==> config.mk <==
export PLATFORM = sky130hd
export DESIGN_NAME = uart_tx_feeder_flat
export DESIGN_NICKNAME = d
export VERILOG_FILES = /design/src/rtl/uart_tx_feeder_if.sv /design/src/rtl/uart_tx_feeder.sv /design/src/flat_wrapper.sv
export SDC_FILE = /design/constraint.sdc
export NUM_CORES = 1
export LEC_CHECK = 0
export CAP_MARGIN = 20
export CORE_ASPECT_RATIO = 1.5
export CORE_MARGIN = 10
export CORE_UTILIZATION = 23
export CTS_CLUSTER_SIZE = 30
export DETAILED_ROUTE_END_ITERATION = 8
export PLACE_DENSITY = 0.44
export SYNTH_ARGS = -nofsm -noshare
export SYNTH_HDL_FRONTEND = slang
export SYNTH_SLANG_ARGS = --single-unit
==> constraint.sdc <==
create_clock -name clk -period 4.6 [get_ports clk]
set_clock_uncertainty 0.2 [all_clocks]
set_input_delay 0.69 -clock clk [delete_from_list [all_inputs] [get_ports clk]]
set_output_delay 0.69 -clock clk [all_outputs]
set_load 0.02 [all_outputs]
==> src/rtl/uart_tx_feeder_if.sv <==
// -----------------------------------------------------------------------------
// uart_tx_feeder_if
// Bundles the host-side FIFO signals and the core-side transmit handshake
// of uart_tx_feeder.
//   Host side : wr_data, wr_en, flush, clr_flags  -> feeder
//               full, empty, level, overflow, lost <- feeder
//   Core side : tx_data, tx_req                    -> UART core
//               tx_busy                            <- UART core
// Modports:
//   slave  - the feeder itself
//   master - the surrounding host logic and UART core (or a testbench)
// -----------------------------------------------------------------------------
interface uart_tx_feeder_if #(
   parameter int AW = 3
);
   logic [7:0]  wr_data;
   logic        wr_en;
   logic        flush;
   logic        clr_flags;
   logic        full;
   logic        empty;
   logic [AW:0] level;
   logic        overflow;
   logic        lost;
   logic [7:0]  tx_data;
   logic        tx_req;
   logic        tx_busy;

   modport slave (
      input  wr_data, wr_en, flush, clr_flags, tx_busy,
      output full, empty, level, overflow, lost, tx_data, tx_req
   );

   modport master (
      output wr_data, wr_en, flush, clr_flags, tx_busy,
      input  full, empty, level, overflow, lost, tx_data, tx_req
   );
endinterface

==> src/rtl/uart_tx_feeder.sv <==
// -----------------------------------------------------------------------------
// uart_tx_feeder
// Transmit-side byte FIFO placed in front of the UART core's transmitter.
// Host writes are buffered in a DEPTH-entry FIFO; a three-state drain FSM
// hands one byte at a time to the core with a single-cycle tx_req pulse and
// follows the core's tx_busy to know when the frame is done.
// Ports:
//   clk   - system clock, rising edge
//   rst_n - asynchronous active-low reset
//   bus   - uart_tx_feeder_if.slave (host FIFO signals + core handshake)
// Parameters:
//   DEPTH - FIFO entries, power of two, >= 2
//   AW    - log2(DEPTH)
// -----------------------------------------------------------------------------
module uart_tx_feeder #(
   parameter int DEPTH = 8,
   parameter int AW    = 3
) (
   input  logic            clk,
   input  logic            rst_n,
   uart_tx_feeder_if.slave bus
);

   typedef enum logic [1:0] {
      IDLE,
      WAIT_BUSY,
      WAIT_DONE
   } state_t;

   localparam logic [AW:0] FULL_LEVEL = (AW+1)'(DEPTH);

   state_t      state, state_nxt;
   logic [7:0]  mem [DEPTH];
   logic [AW:0] wr_ptr, rd_ptr;
   logic [AW:0] level_w;
   logic [1:0]  to_cnt, to_cnt_nxt;
   logic        tx_req_nxt;
   logic        full_w, empty_w;
   logic        push, pop;
   logic        ovf_set, lost_set;

   // Pointers carry one extra wrap bit, so the difference is the fill level.
   assign level_w = wr_ptr - rd_ptr;
   assign full_w  = (level_w == FULL_LEVEL);
   assign empty_w = (level_w == '0);

   // full is judged on the pre-edge level, so a same-cycle pop does not
   // rescue a write made at full.
   assign push    = bus.wr_en && !full_w && !bus.flush;
   assign ovf_set = bus.wr_en &&  full_w && !bus.flush;

   assign bus.full     = full_w;
   assign bus.empty    = empty_w;
   assign bus.level    = level_w;

   // ---------------------------------------------------------------- FSM
   always_comb begin
      state_nxt  = state;
      to_cnt_nxt = to_cnt;
      tx_req_nxt = 1'b0;
      pop        = 1'b0;
      lost_set   = 1'b0;
      case (state)
         IDLE: begin
            if (!empty_w && !bus.tx_busy && !bus.flush) begin
               pop        = 1'b1;
               tx_req_nxt = 1'b1;
               to_cnt_nxt = '0;
               state_nxt  = WAIT_BUSY;
            end
         end
         WAIT_BUSY: begin
            if (bus.tx_busy) begin
               state_nxt = WAIT_DONE;
            end else if (to_cnt == 2'd3) begin
               // Core never answered: the byte is counted as consumed.
               lost_set  = 1'b1;
               state_nxt = IDLE;
            end else begin
               to_cnt_nxt = to_cnt + 2'd1;
            end
         end
         WAIT_DONE: begin
            if (!bus.tx_busy) begin
               state_nxt = IDLE;
            end
         end
         default: begin
            state_nxt = IDLE;
         end
      endcase
   end

   always_ff @(posedge clk or negedge rst_n) begin
      if (!rst_n) begin
         state      <= IDLE;
         to_cnt     <= '0;
         bus.tx_req <= 1'b0;
      end else begin
         state      <= state_nxt;
         to_cnt     <= to_cnt_nxt;
         bus.tx_req <= tx_req_nxt;
      end
   end

   // ----------------------------------------------------------- datapath
   always_ff @(posedge clk or negedge rst_n) begin
      if (!rst_n) begin
         wr_ptr      <= '0;
         rd_ptr      <= '0;
         bus.tx_data <= '0;
      end else begin
         if (bus.flush) begin
            wr_ptr <= '0;
            rd_ptr <= '0;
         end else begin
            if (push) wr_ptr <= wr_ptr + 1'b1;
            if (pop)  rd_ptr <= rd_ptr + 1'b1;
         end
         if (pop) bus.tx_data <= mem[rd_ptr[AW-1:0]];
      end
   end

   always_ff @(posedge clk) begin
      if (push) mem[wr_ptr[AW-1:0]] <= bus.wr_data;
   end

   // Sticky flags: a set event in the same cycle beats clr_flags.
   always_ff @(posedge clk or negedge rst_n) begin
      if (!rst_n) begin
         bus.overflow <= 1'b0;
         bus.lost     <= 1'b0;
      end else begin
         if (ovf_set)            bus.overflow <= 1'b1;
         else if (bus.clr_flags) bus.overflow <= 1'b0;
         if (lost_set)           bus.lost     <= 1'b1;
         else if (bus.clr_flags) bus.lost     <= 1'b0;
      end
   end

endmodule

==> src/flat_wrapper.sv <==
// flat-port wrapper written by rule: the top's interface ports become plain ports
module uart_tx_feeder_flat 
#(
   parameter int DEPTH = 8,
   parameter int AW    = 3
)
  (clk, rst_n, bus_wr_data, bus_wr_en, bus_flush, bus_clr_flags, bus_tx_busy, bus_full, bus_empty, bus_level, bus_overflow, bus_lost, bus_tx_data, bus_tx_req);
  uart_tx_feeder_if #(.AW(AW)) bus_i ();
  input  logic clk;
  input  logic rst_n;
  input wire logic [$bits(bus_i.wr_data)-1:0] bus_wr_data;
  input wire logic [$bits(bus_i.wr_en)-1:0] bus_wr_en;
  input wire logic [$bits(bus_i.flush)-1:0] bus_flush;
  input wire logic [$bits(bus_i.clr_flags)-1:0] bus_clr_flags;
  input wire logic [$bits(bus_i.tx_busy)-1:0] bus_tx_busy;
  output wire logic [$bits(bus_i.full)-1:0] bus_full;
  output wire logic [$bits(bus_i.empty)-1:0] bus_empty;
  output wire logic [$bits(bus_i.level)-1:0] bus_level;
  output wire logic [$bits(bus_i.overflow)-1:0] bus_overflow;
  output wire logic [$bits(bus_i.lost)-1:0] bus_lost;
  output wire logic [$bits(bus_i.tx_data)-1:0] bus_tx_data;
  output wire logic [$bits(bus_i.tx_req)-1:0] bus_tx_req;
  assign bus_i.wr_data = bus_wr_data;
  assign bus_i.wr_en = bus_wr_en;
  assign bus_i.flush = bus_flush;
  assign bus_i.clr_flags = bus_clr_flags;
  assign bus_i.tx_busy = bus_tx_busy;
  assign bus_full = bus_i.full;
  assign bus_empty = bus_i.empty;
  assign bus_level = bus_i.level;
  assign bus_overflow = bus_i.overflow;
  assign bus_lost = bus_i.lost;
  assign bus_tx_data = bus_i.tx_data;
  assign bus_tx_req = bus_i.tx_req;
  uart_tx_feeder #(.DEPTH(DEPTH), .AW(AW)) u_core (.clk(clk), .rst_n(rst_n), .bus(bus_i));
endmodule
==> results of run 1 <==
==> kinds of logic after synthesis <==
logic type	Yosys count	share of synthesized area, %
DFF	87	68.1
and+or+nand+nor	40	6.48
AOI/OAI and AO/OA	39	7.06
muxes	26	12.6
buffers and inverters	19	2.46
adders and majority gates	7	2.59
xor gates and xnor gates	3	0.717
==> cell usage after synthesis, types with 2 or more instances <==
cell,instances,area share [%]
edfxtp_1,64,52
dfrtp_1,23,16
o21ai_0,17,2.3
mux4_2,16,9.8
inv_1,10,1.0
mux2i_1,9,2.5
nand2_1,8,0.82
o21ai_2,8,1.9
ha_1,6,2.0
nor3_1,6,0.82
a21oi_1,5,0.68
nor2_1,5,0.51
buf_2,3,0.41
nand2b_1,3,0.51
nand3_1,3,0.41
buf_4,2,0.41
clkbuf_1,2,0.20
nor4_1,2,0.34
or3_1,2,0.34
xor2_1,2,0.48
==> state kept, by name, summed over array words and instances (netlist names) <==
register	count
u_core.mem	64
u_core.bus.tx_data	8
u_core.rd_ptr	4
u_core.wr_ptr	4
u_core.state	2
u_core.to_cnt	2
u_core.bus.lost	1
u_core.bus.overflow	1
u_core.bus.tx_req	1
==> layout make-up <==
type                            instances  area share, %
Tap cell                              203           5.61
Sequential cell                        87           55.1
Inverter                               11          0.911
Clock buffer                            9           4.97
Multi-Input combinational cell        115           23.8
Timing Repair Buffer                   40           8.28
Clock inverter                          7           1.27
==> routing by layer <==
metal  track usage [%]  vias to the layer above
met5                 0                        -
met4              3.65                        0
met3              1.84                       15
met2              13.6                       31
met1              8.71                     1028
li1                  -                      948
==> stage by stage <==
step	instance area [µm²]	hold slack (ps)	util, %	instances
after floorplan	3670	194	-	221
after global placement	4250	291	27.2	456
after detailed placement	4250	295	27.2	456
after CTS	4530	307	29.0	472
after global routing	4530	332	29.0	472
final	4530	303	29.0	472
==> critical path, cell delays in order (launching register included) <==
cell and delay [ps]:
dfrtp_1 400, inv_1 140, ha_1 180, inv_1 50, fa_1 370, xor2_1 190, or3_4 380, nor3_4 430
clkdlybuf4s50_1 710
==> power breakdown <==
group          switching (µW)  internal, µW  total, µW
Sequential               44.8           928        973
Combinational             502           390        892
Clock                     316           372        688
==> final timing paths <==
check,cells after the start,endpoint,slack (ps),start
max,8,bus_empty,520,u_core.wr_ptr[0]
min reg2reg,1,u_core.to_cnt[0],300,u_core.to_cnt[0]
min,1,u_core.to_cnt[0],300,u_core.to_cnt[0]
max in group asynchronous,2,u_core.state[0],3430,rst_n
max reg2reg,7,u_core.mem[3][2],1440,u_core.rd_ptr[2]
min in group asynchronous,2,u_core.bus.overflow,520,rst_n
==> out/results.txt, run 1 <==
Status - completed
Post-CTS Setup Bufs - 0
Post-synthesis instance total - 221
Total power draw - 2550 µW
CTS tree - done
CP Data Arrival Time - 3190 ps
Final net count - 285
Post-synthesis register bit count - 87
Seq. cell area - 0.00250 mm²
Kind of start point of the critical path - flip-flop
Pwr Density - 564 mW/mm²
Sequential area share after synthesis - 68.1%
Worst slew pin tran - 904 ps
Clk slew on worst S/H paths - 70 ps
Fin worst setup slack - 515 ps
Area growth from synthesis to layout - 23.5%
Synth Flop Type - edfxtp_1
Top Metal Used - met4
Worst-path maximum fanout - 15
Gates resized, CTS repair - 0
Drt first pass iters - 4
Synthesized area - 0.00367 mm²
Post-cts hold buffer count - 0
Mapped Nets - 242
Leak - 0.00160 µW
Clock sink count - 87
All-layer global routing usage - 7.83%
Met2 Wirelength - 4260 µm
Total CTS buffers - 9
Clk_lat worst skew - 330 ps
Max VDD drop - 0.272 mV
Post-synth cell types - 45
Fmax - 245 MHz
Period utilisation layout - 88.8%
Final wirelength - 8040 µm
Port-buffer cells - 30
Layout cell share with drive strength beyond 1 - 21.9%
Row Count - 56
Setup WS pre-CTS - 855 ps
Routability cong. - 0.717
Hold Path Class - flip-flop to flip-flop
Overall die height - 175 µm
Global route overflow - 0
DR DRC count - 0
Setup Total Neg Slack - 0 ps
Die area - 0.0215 mm²
Initial drt markers - 115
Fillers - 1573
Required @ worst endpoint - 3710 ps
Antenna Nets Post-Route - 0
Most frequent cells in the layout - edfxtp_1, clkdlybuf4s50_1, dfrtp_1
Vias - 2022
Root buffer cell - clkbuf_16
RSZ-0062 raised after global routing - no
Die X - 123 µm
Rel. slew slack - 39.5%
Post-synth EDFFs - 64
Initial antenna violation count - 0
CTS max path bufs - 2
Yosys warning total - 0
Starting density of the core - 23.5%
Fraction of registers with async set/reset - 26.4%
Slew Viols, Final - 0
Met3 WL - 310 µm
DR vias/cell - 4.28
Fin. Hold Viols - 0
Crit path capture type - primary output
WS Path Type - flip-flop to primary output
Multi-input gate area - 0.00108 mm²
Most common cell after layout, fill and taps aside - edfxtp_1
# IOs - 31
Minimum clock period - 4080 ps
First-pass GRT wire length - 12600 µm
Detailed Place HPWL - 5420 µm
Vias in the first global route - 2171
Core ar. - 0.0156 mm²
Mean post-synth cell area - 16.6 µm²
CTS H-tree lvls - 3
Wl on met1 - 3330 µm
Max_cap viols - 0
Setup Viol. Count Final - 0
Avg WL per Cell - 17.0 µm
Largest net degree at the start of global routing - 24
ANT cells - 0
(Power assumes the default switching activity.)
==> inputs of run 2 (changes only) <==
- CORE_UTILIZATION: 23 -> 48
- PLACE_DENSITY: 0.44 -> 0.73
==> run 2 against run 1 <==
Compared with the run above: non-clock buffer count is 1 lower; fmax is 1.2% higher; highest routed layer unchanged; die area fell by 46%; clock power is 4.8% lower; first-iteration DRC count grew 61%; register-to-register slack improved by 80 ps; sequential share of layout area grew 1.6 points; critical path depth did not move; routed wire length shrank 15%; worst hold slack got worse by 1.8 ps; combinational power fell by 2%.
==> out/results.txt, run 2 (same netlist as run 1, synthesis figures left out) <==
Clk slew on worst S/H paths - 60 ps (about the same)
CTS max path bufs - 2 (unchanged)
Crit path max-delay family - buffers and inverters
CP cell instances - inv_1, ha_1, inv_1, fa_1, xor2_1, or3_4, nor3_4, clkdlybuf4s50_1
Pwr Density - 567 mW/mm² (+0.67%)
Overall die height - 127 µm (-27%)
RSZ-0062 raised after global routing - no
Critical path buffers and inverters - 3 (unchanged)
Final net count - 284 (-0.35%)
CTS tree - done
Status - completed
# IOs - 31 (unchanged)
Layout cell share with drive strength beyond 1 - 21.6% (-0.29 points)
Final wirelength - 6860 µm (-15%)
Slowest CP cell - clkdlybuf4s50_1
WS Path Type - flip-flop to primary output
Die X - 91.4 µm (-26%)
All-layer global routing usage - 12.5% (+4.7 points)
Vias in the first global route - 2100 (-3.3%)
Worst-path maximum fanout - 15 (unchanged)
Post-cts hold buffer count - 0 (unchanged)
Kind of start point of the critical path - flip-flop
Max reg flops - 64 (unchanged)
Setup Viol. Count Final - 0 (unchanged)
Setup WS pre-CTS - 914 ps (+59.2 ps)
CTS H-tree lvls - 3 (unchanged)
Worst hold slack - 301 ps (-1.76 ps)
Vias - 1993 (-1.4%)
Minimum clock period - 4040 ps (-48.7 ps)
Max VDD drop - 0.323 mV (+19%)
Avg WL per Cell - 18.5 µm (+8.7%)
Rel. slew slack - 41.1% (+1.6 points)
Max incr delay on CP - 700 ps (about the same)
Starting density of the core - 48.8% (+25 points)
Period utilisation layout - 87.7% (-1.1 points)
Worst slew pin tran - 880 ps (-23.6 ps)
Die area - 0.0116 mm² (-46%)
Most frequent cells in the layout - edfxtp_1, clkdlybuf4s50_1, dfrtp_1
Required @ worst endpoint - 3710 ps (about the same)
Crit path capture type - primary output
Initial antenna violation count - 0 (unchanged)
Setup Total Neg Slack - 0 ps (unchanged)
Routability cong. - 0.782 (+8.9%)
Most common cell after layout, fill and taps aside - edfxtp_1
Area growth from synthesis to layout - 20.1%
Largest net degree at the start of global routing - 24 (unchanged)
DR DRC count - 0 (unchanged)
Fin. Hold Viols - 0 (unchanged)
Drt first pass iters - 4 (unchanged)
Final Cell Area - 0.00441 mm² (-2.8%)
Fmax - 248 MHz (+1.2%)
Slew Viols, Final - 0 (unchanged)
Cell area after placement - 0.00411 mm² (-3.3%)
First-pass GRT wire length - 11200 µm (-11%)
Row Count - 39 (-30%)
Fin worst setup slack - 564 ps (+48.7 ps)
Max_cap viols - 0 (unchanged)
Leak - 0.00161 µW (+0.44%)
Root buffer cell - clkbuf_16
Total CTS buffers - 9 (unchanged)
Final core utilization - 58.6% (+30 points)
Core ar. - 0.00751 mm² (-52%)
Gates resized, CTS repair - 0 (unchanged)
Initial drt markers - 185 (+61%)
Port-buffer cells - 30 (unchanged)
Post-CTS Setup Bufs - 0 (unchanged)
Clk_lat worst skew - 330 ps (about the same)
DR vias/cell - 5.39 (+26%)
Clock sink count - 87 (unchanged)
Detailed Place HPWL - 4670 µm (-14%)
Hold Path Class - flip-flop to flip-flop
Antenna Nets Post-Route - 0 (unchanged)
CP Data Arrival Time - 3150 ps (-40 ps)
ANT cells - 0 (unchanged)
Crit-path most repeated cell - inv_1
Global route overflow - 0 (unchanged)
-- run 2: cell type report --
cell class                 instances  area, µm²
tap                              102        128
sequential                        87       2500
timing repair buffer              39        388
inverter                          11       41.3
clock buffer                      10        229
clock inverter                     6       42.5
multi-input combinational        115       1080
fill                             605       3110
-- run 2: final timing paths --
kind	startpoint	endpoint	slack (ps)	cells past startpoint
setup / recovery	u_core.wr_ptr[0]	bus_empty	560	8
hold / removal	u_core.rd_ptr[2]	u_core.rd_ptr[2]	300	1
setup reg to reg	u_core.rd_ptr[2]	u_core.mem[7][4]	1520	7
hold reg to reg	u_core.rd_ptr[2]	u_core.rd_ptr[2]	300	1
max in group asynchronous	rst_n	u_core.rd_ptr[3]	3450	2
min in group asynchronous	rst_n	u_core.bus.lost	380	1
-- run 2: layer usage --
layer,GRT usage [%],wire [µm]
met1,14.8,2840
met5,0,0
met4,6.48,131
met2,21.2,3630
met3,2.52,246
-- run 2: power breakdown --
part,internal [µW],switching [µW]
combinational,393,479
clock,368,287
sequential,928,44.2
total,1690,810
-- run 2: through the flow --
stage,power [µW],cells
2_1_floorplan,1590,221
3_3_place_gp,1850,353
3_5_place_dp,1870,353
4_1_cts,2530,369
5_1_grt,2650,370
6_report,2500,370
==> inputs of run 3 (changes only) <==
- REMOVE_ABC_BUFFERS: not set -> 1
==> run 3 against run 2 <==
Compared with the run above: die area is the same; critical path type unchanged; worst hold slack gained 15 ps; largest power group unchanged; fmax shrank 0.86%; global-route usage grew 0.23 points; sequential share of layout area shrank 0.080 points; clock power grew 6.9%; combinational power is essentially flat; sequential power is essentially flat; non-clock buffer count is the same; routed wire length grew 3.3%; total power grew 2.0%; via count grew 2.2%.
==> out/results.txt, run 3 (same netlist as run 1, synthesis figures left out) <==
Status - completed
CTS H-tree lvls - 3 (unchanged)
Hold Path Class - flip-flop to flip-flop
Final net count - 284 (unchanged)
Max reg flops - 64 (unchanged)
Initial drt markers - 105 (-43%)
Hold Crit Start - u_core.rd_ptr[2]
Rel. slew slack - 39.2% (-1.9 points)
R2R Path Start - u_core.rd_ptr[2]
# IOs - 31 (unchanged)
Reg2reg path depth - 7 (unchanged)
Critical path depth in cells - 8 (unchanged)
Post-cts hold buffer count - 0 (unchanged)
Setup WS pre-CTS - 890 ps (-24.4 ps)
Worst R2R End - u_core.mem[3][4]
Setup Viol. Count Final - 0 (unchanged)
Global route overflow - 0 (unchanged)
CTS max path bufs - 2 (unchanged)
Die area - 0.0116 mm² (unchanged)
Cell area after placement - 0.00411 mm² (unchanged)
Max VDD drop - 0.347 mV (+7.3%)
WS Path Type - flip-flop to primary output
Worst slew pin tran - 908 ps (+28.2 ps)
Pwr Density - 578 mW/mm² (+1.8%)
DR DRC count - 0 (unchanged)
Crit path launch - u_core.wr_ptr[0]
Total CTS buffers - 9 (unchanged)
Clk slew on worst S/H paths - 60 ps (about the same)
Starting density of the core - 48.8% (unchanged)
Clock sink count - 87 (unchanged)
Most common cell after layout, fill and taps aside - edfxtp_1
Met3 Use GR - 2.58% (+0.059 points)
Clk_lat worst skew - 330 ps (about the same)
Avg WL per Cell - 19.1 µm (+3.3%)
Area growth from synthesis to layout - 20.3%
Crit path capture type - primary output
Critical path buffers and inverters - 3 (unchanged)
Post-CTS Setup Bufs - 0 (unchanged)
Max incr delay on CP - 700 ps (about the same)
CTS tree - done
Vias - 2037 (+2.2%)
Slowest CP cell - clkdlybuf4s50_1
Total power draw - 2550 µW (+2.0%)
Period utilisation layout - 88.5% (+0.76 points)
Most frequent cells in the layout - edfxtp_1, clkdlybuf4s50_1, dfrtp_1
Initial antenna violation count - 0 (unchanged)
GRT busiest layer - met2
Setup Total Neg Slack - 0 ps (unchanged)
Met2 usage - 22.7% (+1.5 points)
Layout cell share with drive strength beyond 1 - 21.3% (-0.37 points)
Detailed Place HPWL - 4950 µm (+6.1%)
DR vias/cell - 5.51 (+2.2%)
Multi-input gate area - 0.00108 mm² (unchanged)
Slew Viols, Final - 0 (unchanged)
Drt first pass iters - 4 (unchanged)
CP cell instances - inv_1, ha_1, inv_1, fa_1, xor2_1, or3_4, nor3_4, clkdlybuf4s50_1
Vias in the first global route - 2119 (+0.90%)
Row Count - 39 (unchanged)
Worst Setup EP - bus_empty
Minimum clock period - 4070 ps (+34.8 ps)
Largest net degree at the start of global routing - 24 (unchanged)
Flop-to-flop setup slack - 1460 ps (-60 ps)
Final Cell Area - 0.00441 mm² (+0.14%)
Fillers - 580 (-4.1%)
Final wirelength - 7080 µm (+3.3%)
Fin worst setup slack - 529 ps (-34.8 ps)
Root buffer cell - clkbuf_16
Core ar. - 0.00751 mm² (unchanged)
Routability cong. - 0.778 (-0.44%)
Met1 Use GR - 13.9% (-0.88 points)
RSZ-0062 raised after global routing - no
Worst-path maximum fanout - 15 (unchanged)
Max_cap viols - 0 (unchanged)
All-layer global routing usage - 12.8% (+0.23 points)
Seq. cell area - 0.00250 mm² (unchanged)
Crit path max-delay family - buffers and inverters
Kind of start point of the critical path - flip-flop
Fin. Hold Viols - 0 (unchanged)
Overall die height - 127 µm (unchanged)
Fmax - 246 MHz (-0.86%)
ANT cells - 0 (unchanged)
Gates resized, CTS repair - 0 (unchanged)
Leak - 0.00161 µW (+0.30%)
CP Data Arrival Time - 3180 ps (+30 ps)
Crit-path most repeated cell - inv_1
Port-buffer cells - 30 (unchanged)
First-pass GRT wire length - 11400 µm (+1.5%)
Required @ worst endpoint - 3710 ps (about the same)
Antenna Nets Post-Route - 0 (unchanged)
Die X - 91.4 µm (unchanged)
## run 3: changes by cell type in the layout (fill, tap and decap cells not counted), sizes merged
cell | previous run | this run
clkinv | 2 | 5
bufinv | 0 | 1
clkinvlp | 1 | 0
inv | 14 | 11
## run 3: stage by stage
stage	hold WS (ps)	cells	util [%]
3_3_place_gp	288	353	54.6
2_1_floorplan	194	213	-
3_5_place_dp	295	353	54.6
4_1_cts	310	369	58.5
6_report	316	370	58.7
5_1_grt	336	370	58.7
## run 3: layer usage
metal,vias up,wire [µm]
li1,945,-
met1,1028,2810
met2,50,3780
met3,14,271
met4,0,215
met5,-,0
## run 3: power by group
group	total (µW)	internal, µW	switching (µW)	leakage, µW
registers	974	928	45.1	0.000882
logic	874	391	483	0.000586
clock network	700	419	282	0.000144
## run 3: layout make-up
cell class,instances,area share [%]
clock inverters,6,1.39
clock buffers,10,5.19
multi-input cells,115,24.5
inverters,11,0.936
flip-flops and latches,87,56.6
well taps,102,2.89
repair buffers,39,8.51
## run 3: worst min path at each step
stage	endpoint	slack, ps	depth (start not counted)
floorplan	u_core.bus.lost	190	0
global placement	u_core.rd_ptr[2]	290	1
detailed placement	u_core.rd_ptr[2]	300	1
CTS	u_core.rd_ptr[2]	310	1
global route	u_core.rd_ptr[2]	340	1
finish	u_core.rd_ptr[2]	320	1
